`config.mk`:
```
export PLATFORM = sky130hd
export DESIGN_NAME = mdu32_iter
export DESIGN_NICKNAME = d
export VERILOG_FILES = /design/src/rtl/mdu32_iter.sv
export SDC_FILE = /design/constraint.sdc
export NUM_CORES = 1
export LEC_CHECK = 0
export CAP_MARGIN = 20
export CORE_MARGIN = 2
export CORE_UTILIZATION = 63
export DETAILED_ROUTE_END_ITERATION = 10
export PLACE_DENSITY = 0.91
export REMOVE_ABC_BUFFERS = 1
export SLEW_MARGIN = 15
export SYNTH_ARGS = -nofsm -noshare
export SYNTH_HDL_FRONTEND = slang
export SYNTH_SLANG_ARGS = --single-unit
```
`constraint.sdc`:
```
create_clock -name clk -period 6.2 [get_ports clk]
set_input_delay 1.24 -clock clk [delete_from_list [all_inputs] [get_ports clk]]
set_output_delay 1.24 -clock clk [all_outputs]
set_load 0.02 [all_outputs]
```
`src/rtl/mdu32_iter.sv`:
```
// Iterative 32-bit unsigned multiply/divide unit: shift-add multiply and restoring divide,
// one bit per cycle, result returned through a one-cycle register-file write strobe.
module mdu32_iter #(
    parameter int unsigned XLEN = 32
) (
    input  logic            clk,
    input  logic            rst,
    input  logic            start,
    input  logic [1:0]      op,
    input  logic [XLEN-1:0] opa,
    input  logic [XLEN-1:0] opb,
    input  logic [4:0]      rd,
    output logic            busy,
    output logic            done,
    output logic [XLEN-1:0] wb_busw,
    output logic [4:0]      wb_rw,
    output logic            wb_we
);

    typedef enum logic [1:0] {
        StIdle,
        StRun,
        StDone
    } state_e;

    state_e          r_state;
    state_e          w_state_d;
    logic [1:0]      r_op;
    logic [XLEN-1:0] r_opnd;
    logic [XLEN-1:0] r_hi;
    logic [XLEN-1:0] r_lo;
    logic [4:0]      r_rd;
    logic [4:0]      r_cnt;

    logic            w_accept;
    logic            w_div_zero;
    logic            w_last;
    logic [XLEN:0]   w_sum;
    logic [XLEN:0]   w_shift;
    logic            w_ge;
    logic [XLEN-1:0] w_diff;
    logic [XLEN-1:0] w_hi_d;
    logic [XLEN-1:0] w_lo_d;
    logic [XLEN-1:0] w_result;

    assign w_accept   = (r_state == StIdle) && start;
    assign w_div_zero = op[1] && (opb == '0);
    assign w_last     = (r_state == StRun) && (r_cnt == 5'd31);

    always_ff @(posedge clk) begin
        if (rst) begin
            r_state <= StIdle;
        end else begin
            r_state <= w_state_d;
        end
    end

    always_comb begin
        w_state_d = r_state;
        unique case (r_state)
            StIdle: begin
                if (start) begin
                    w_state_d = w_div_zero ? StDone : StRun;
                end
            end
            StRun: begin
                if (r_cnt == 5'd31) begin
                    w_state_d = StDone;
                end
            end
            StDone:  w_state_d = StIdle;
            default: w_state_d = StIdle;
        endcase
    end

    always_comb begin
        busy  = (r_state != StIdle);
        done  = (r_state == StDone);
        wb_we = (r_state == StDone) && (r_rd != '0);
    end

    // r_hi/r_lo hold the product accumulator (multiply) or remainder/quotient (divide).
    always_comb begin
        w_sum   = {1'b0, r_hi} + (r_lo[0] ? {1'b0, r_opnd} : '0);
        w_shift = {r_hi, r_lo[XLEN-1]};
        w_ge    = (w_shift >= {1'b0, r_opnd});
        // Remainder stays below the divisor, so the low XLEN bits of the difference suffice.
        w_diff  = w_shift[XLEN-1:0] - r_opnd;
        if (r_op[1]) begin
            w_hi_d = w_ge ? w_diff : w_shift[XLEN-1:0];
            w_lo_d = {r_lo[XLEN-2:0], w_ge};
        end else begin
            w_hi_d = w_sum[XLEN:1];
            w_lo_d = {w_sum[0], r_lo[XLEN-1:1]};
        end
        w_result = r_op[0] ? w_hi_d : w_lo_d;
    end

    always_ff @(posedge clk) begin
        if (rst) begin
            r_op    <= '0;
            r_opnd  <= '0;
            r_hi    <= '0;
            r_lo    <= '0;
            r_rd    <= '0;
            r_cnt   <= '0;
            wb_busw <= '0;
            wb_rw   <= '0;
        end else if (w_accept) begin
            r_op   <= op;
            r_opnd <= op[1] ? opb : opa;
            r_lo   <= op[1] ? opa : opb;
            r_hi   <= '0;
            r_rd   <= rd;
            r_cnt  <= '0;
            if (w_div_zero) begin
                wb_busw <= op[0] ? opa : '1;
                wb_rw   <= rd;
            end
        end else if (r_state == StRun) begin
            r_cnt <= r_cnt + 5'd1;
            r_hi  <= w_hi_d;
            r_lo  <= w_lo_d;
            if (w_last) begin
                wb_busw <= w_result;
                wb_rw   <= r_rd;
            end
        end
    end

endmodule

```
; ---- Word level (Yosys, flattened, before mapping)
; Index checks and enable logic that the tools add are counted.
[totals]
register_bits = 147
in_bits = 74
out_inout_bits = 40
wordCells = 54
[classes]
n_addsub = 3
n_lt_le_gt_ge = 1
n_eq_ne = 6
muxes = 22
reduce_logical = 13
[op_table]
columns = operator, n
row1 = two-way mux 32 bit, 14
row2 = adder 32 x 32 -> 33 bit, 1
row3 = greater-or-equal comparator 33 x 32 -> 1 bit, 1
row4 = logical NOT 32 bit, 1
row5 = subtractor 32 bit, 1
row6 = two-way mux 5 bit, 4
row7 = two-way mux 2 bit, 3
row8 = nonzero test 2 bit, 3
row9 = adder 5 x 1 -> 5 bit (second input constant), 1
row10 = == test 5 bit (second input constant), 1
row11 = nonzero test 5 bit, 1
row12 = logical AND 1 bit, 4
row13 = != test 2 bit (second input constant), 2
row14 = case mux 2 bit (2 select lines), 1
row15 = AND reduction 3 bit, 1
row16 = == test 2 x 1 -> 1 bit (second input constant), 1
row17 = == test 2 bit (second input constant), 1
row18 = logical NOT 2 bit, 1
row19 = != test 2 x 1 -> 1 bit (second input constant), 1
row20 = AND reduction 2 bit, 1
row21 = OR reduction 2 bit, 1

; ---- Depth between registers and ports, before layout
[depth]
ltp_word = 7
ltp_mapped = 15
ltp_nobuf = 14

; ---- Least setup slack after synthesis
; No wires, ideal clock.
[synth_timing]
path_type = in2reg
start = in opb[6]
end = reg wb_busw[21]
setup_ns = 0.079
arrival_time_ns = 3.180
slack_ns = 2.941
path_stages = 10
path_cell_list = or4_1 -> nor4_1 -> and4_1 -> a21oi_2 -> or2_1 -> buf_2 -> inv_2 -> o211ai_1 -> or3_1 -> o211ai_1
[synth_via]
elab_chain_cells = 4
[synth_rtl]
columns = element, line_no
row1 = start: declaration, 11  ; input logic [XLEN-1:0] opb,
row2 = logical NOT 32 bit, 47  ; assign w_div_zero = op[1] && (opb == '0);
row3 = logical AND 1 bit, 47
row4 = != test 2 x 1 -> 1 bit (no source line), -
row5 = AND reduction 3 bit (no source line), -
row6 = end signal: assignment, 117  ; wb_busw <= op[0] ? opa : '1;
row7 = end signal: assignment, 125  ; wb_busw <= w_result;
row8 = end: declaration, 15  ; output logic [XLEN-1:0] wb_busw,
; Every way passes these cells.
; A chain may end at the register's enable or synchronous reset.

; ---- Final worst setup path
[layout_timing]
start = reg r_lo[0]
end = reg wb_busw[28]
[layout_via]
elab_chain_cells = 7
[layout_rtl]
columns = element, line_no
row1 = start: declaration, 31  ; logic [XLEN-1:0] r_lo;
row2 = start signal: assignment, 112  ; r_lo <= op[1] ? opa : opb;
row3 = start signal: assignment, 123  ; r_lo <= w_lo_d;
row4 = two-way mux 32 bit, 84  ; w_sum = {1'b0, r_hi} + (r_lo[0] ? {1'b0, r_opnd} : '0);
row5 = adder 32 x 32 -> 33 bit, 84
row6 = two-way mux 32 bit, 89  ; if (r_op[1]) begin
row7 = two-way mux 32 bit, 96  ; w_result = r_op[0] ? w_hi_d : w_lo_d;
row8 = two-way mux 32 bit, 124  ; if (w_last) begin
row9 = two-way mux 32 bit, 120  ; end else if (r_state == StRun) begin
row10 = two-way mux 32 bit, 109  ; end else if (w_accept) begin
; Every way passes these cells. The select of a mux whose other input is x is not followed.

==> results.sh <==
export IMPL_die_w_um=137
export IMPL_async_flop_share=0
export IMPL_viasPerCell=6.94
export IMPL_powerDensity_nw_per_um2=233
export IMPL_first_global_vias=11400
export IMPL_ios=114
export IMPL_yosysUniqueCellTypes=84
export IMPL_cts_buffers=17
export IMPL_chipHeight_um=137
export IMPL_drtPass1Iterations=7
export IMPL_clock_sinks=147
export IMPL_rsz0062_at_grt="false"
export IMPL_finalSetupViolCount=0
export IMPL_synth_seq_area_share=0.262
export IMPL_area_growth_pct=16.0
export IMPL_final_common_cell="nor2_1"
export IMPL_finalClockSkew_ps=6.51
export IMPL_drv_slew=0
export IMPL_hold_path_class="reg2reg"
export IMPL_grt_max_degree=71
export IMPL_setup_ws_ps=2100
export IMPL_dpl_cell_area_um2=12400
export IMPL_slowest_delay_ps=720
export IMPL_grt_first_pass_wirelength_mm=60.3
export IMPL_critPathCaptureType="flip-flop"
export IMPL_clock_path_buffers=2
export IMPL_ir_drop_mv=0.192
export IMPL_crit_required_ps=6520
export IMPL_seq_power_share=0.348
export IMPL_p_leak_nw=5.24
export IMPL_diodes=0
export IMPL_dp_cells=1730
export IMPL_initial_core_util=0.647
export IMPL_ant_nets=0
export IMPL_nets=1667
export IMPL_placementRows=48
export IMPL_internal_power_w=0.00201
export IMPL_cp_common_cell="nand3_1"
export IMPL_fin_cells=1763
export IMPL_max_freq_mhz=244
export IMPL_drc=0
export IMPL_cts_setup_buffers=0
export IMPL_switching_share=0.338
export IMPL_critPathLaunchType="flip-flop"
export IMPL_yosysWarnings=0
export IMPL_cts_resized_gates=0
export IMPL_place_ws_ps=1930
export IMPL_drtIter0Drc=1750
export IMPL_stdcell_area_um2=13000
export IMPL_routabilityCongestion=0.993
export IMPL_synth_ff_type="dfxtp_1"
export IMPL_synth_avg_cell_area_um2=7.60
export IMPL_drv_cap=0
export IMPL_synth_seq_cells=147
export IMPL_synth_cells=1477
export IMPL_wirelength_mm=38.9
export IMPL_detailed_place_hpwl_mm=27.1
export IMPL_drive_above_1_share=0.0501
export IMPL_critical_path_cell_chain="buf_4 -> and2_1 -> ha_1 -> nand3_1 -> nor2_1 -> o2111ai_1 -> nand3_1 -> nand2_1 -> o31ai_1 -> a31oi_1 -> xor2_1 -> a211oi_1 -> a311o_1"
export IMPL_core_region_area_um2=17400
export IMPL_worst_pin_slew_ps=1060
export IMPL_die_area_um2=18900
export IMPL_p_clk_frac=0.371
export IMPL_status="finished clean"
export IMPL_syn_area_um2=11200
export IMPL_post_drt_wl_per_cell_um=22.1
export IMPL_finalHoldViolations=0
export IMPL_port_buffers=113
export IMPL_p_switching_w=0.00103
export IMPL_insertion_delay_ps=430
export IMPL_clk_pin_slew_ps=60
export IMPL_fin_crit_ps=4100
export IMPL_max_slew_margin=0.291
export IMPL_antenna_found_initial=1
export IMPL_overflow=0
export IMPL_p_comb_frac=0.281
export IMPL_final_cell_mix="179 x nor2_1, 160 x a21oi_1, 146 x dfxtp_1"
export IMPL_ctsHoldBuffers=0
export IMPL_arrival_ps=4420
export IMPL_criticalPathCategory="reg2reg"
export IMPL_vias=12200
export IMPL_worstPathMaxFanout=25
export IMPL_cts_tree="yes"
export IMPL_track_usage=0.409
export IMPL_cts_root_buf="clkbuf_16"
export IMPL_fin_setup_tns_ps=0
export IMPL_synth_edf_count=0
export IMPL_htreeDepth=4
export IMPL_crit_path_top_delay_cell="o31ai_1"
export IMPL_timing_final_crit_share=0.662
-- stage by stage --
stage | utilization | power, W | hold WS [ps]
2_1_floorplan | - | 0.00159 | 441
3_3_place_gp | 0.712 | 0.00185 | 438
3_5_place_dp | 0.712 | 0.00187 | 445
4_1_cts | 0.749 | 0.00298 | 452
5_1_grt | 0.750 | 0.00313 | 483
6_report | 0.750 | 0.00303 | 454
-- metal layers --
| metal | track usage | vias up | share of wire |
|---|---|---|---|
| met2 | 0.635 | 939 | 0.43 |
| li1 | - | 5487 | - |
| met5 | 0 | - | 0 |
| met3 | 0.0949 | 185 | 0.13 |
| met1 | 0.544 | 5627 | 0.39 |
| met4 | 0.174 | 0 | 0.049 |
-- synth_stat cells (3+ instances only) --
| cell | instances | area share |
|---|---|---|
| mux2_2 | 3 | 0.0030 |
| inv_1 | 47 | 0.016 |
| clkbuf_1 | 71 | 0.024 |
| a21oi_1 | 160 | 0.071 |
| dfxtp_1 | 147 | 0.26 |
| a211o_1 | 10 | 0.0078 |
| a311o_1 | 3 | 0.0027 |
| or3_1 | 12 | 0.0067 |
| o31ai_1 | 9 | 0.0060 |
| nor2_1 | 181 | 0.061 |
| xnor2_1 | 26 | 0.020 |
| a21boi_0 | 7 | 0.0047 |
| o22ai_1 | 33 | 0.018 |
| nor2b_1 | 11 | 0.0061 |
| a21o_1 | 19 | 0.013 |
| o21bai_1 | 3 | 0.0020 |
| mux2i_1 | 109 | 0.097 |
| a211oi_1 | 59 | 0.039 |
| or4_1 | 3 | 0.0020 |
| a32o_1 | 4 | 0.0036 |
| nand3_1 | 24 | 0.011 |
| and4_1 | 5 | 0.0039 |
| nand3b_1 | 3 | 0.0020 |
| a311oi_1 | 5 | 0.0039 |
| nand4_1 | 15 | 0.0084 |
| a22o_1 | 3 | 0.0023 |
| o211ai_1 | 13 | 0.0087 |
| nand2b_1 | 4 | 0.0022 |
| a31oi_1 | 17 | 0.0095 |
| nor4_1 | 11 | 0.0061 |
| ha_1 | 66 | 0.074 |
| o2111ai_1 | 4 | 0.0031 |
| buf_1 | 11 | 0.0037 |
| o21a_1 | 11 | 0.0074 |
| and2_1 | 40 | 0.022 |
| o31ai_2 | 3 | 0.0033 |
| nor3_1 | 24 | 0.011 |
| nand2_1 | 133 | 0.044 |
| xor2_1 | 25 | 0.020 |
| buf_2 | 13 | 0.0058 |
| o21ai_0 | 69 | 0.031 |
| and3_1 | 7 | 0.0039 |
-- final cells by class --
cell class,instances,area [um^2]
repair buffers,129,1270
multi-input cells,1182,7710
clock buffers,20,457
flip-flops and latches,147,2950
inverters,48,180
well taps,225,282
clock inverters,12,180
fillers,1219,4330
-- flip-flops by register name, indices dropped and copies added (netlist names) --
name and cells:
wb_rw 5, r_opnd 32, r_lo 32, r_state 2, wb_busw 32, r_op 2, r_cnt 5, r_hi 32
r_rd 5
-- worst max-delay path: cells and delay by family, from the launching register on --
kind | cells | cell delay (ps)
AO/OA/AOI/OAI | 5 | 1680
AND/OR/NAND/NOR | 5 | 860
flip-flops | 1 | 570
buffers and inverters | 1 | 380
XOR/XNOR | 1 | 300
adder cells (fa/ha/maj) | 1 | 220
-- cell families (layout without fill, tap and decap cells) --
group                    Yosys count  in the layout  synth area share
AND/OR/NAND/NOR                  483            483             0.197
AO/OA/AOI/OAI                    468            468             0.270
buffers and inverters            148            209            0.0530
flip-flops                       147            147             0.262
multiplexers                     112            112             0.100
adder cells (fa/ha/maj)           68             68            0.0771
XOR/XNOR                          51             51            0.0398
-- path summary, 6_finish.rpt --
check | start | to | slack [ps] | depth (start not counted)
max | r_lo[0] | wb_busw[28] | 2100 | 13
min | wb_busw[8] | wb_busw[8] | 450 | 2
max reg2reg | r_lo[0] | wb_busw[28] | 2100 | 13
min reg2reg | wb_busw[8] | wb_busw[8] | 450 | 2
-- power groups by stage --
stage / clock network, W / registers [W] / logic (W)
final: 0.00113 / 0.00106 / 0.000853
after global routing: 0.00116 / 0.00106 / 0.000912
after CTS: 0.00112 / 0.00105 / 0.000817
after detailed placement: 0 / 0.00107 / 0.000802
after global placement: 0 / 0.00107 / 0.000783
after floorplan: 0 / 0.00105 / 0.000538
Note: power is estimated with default switching activity, not from simulation.
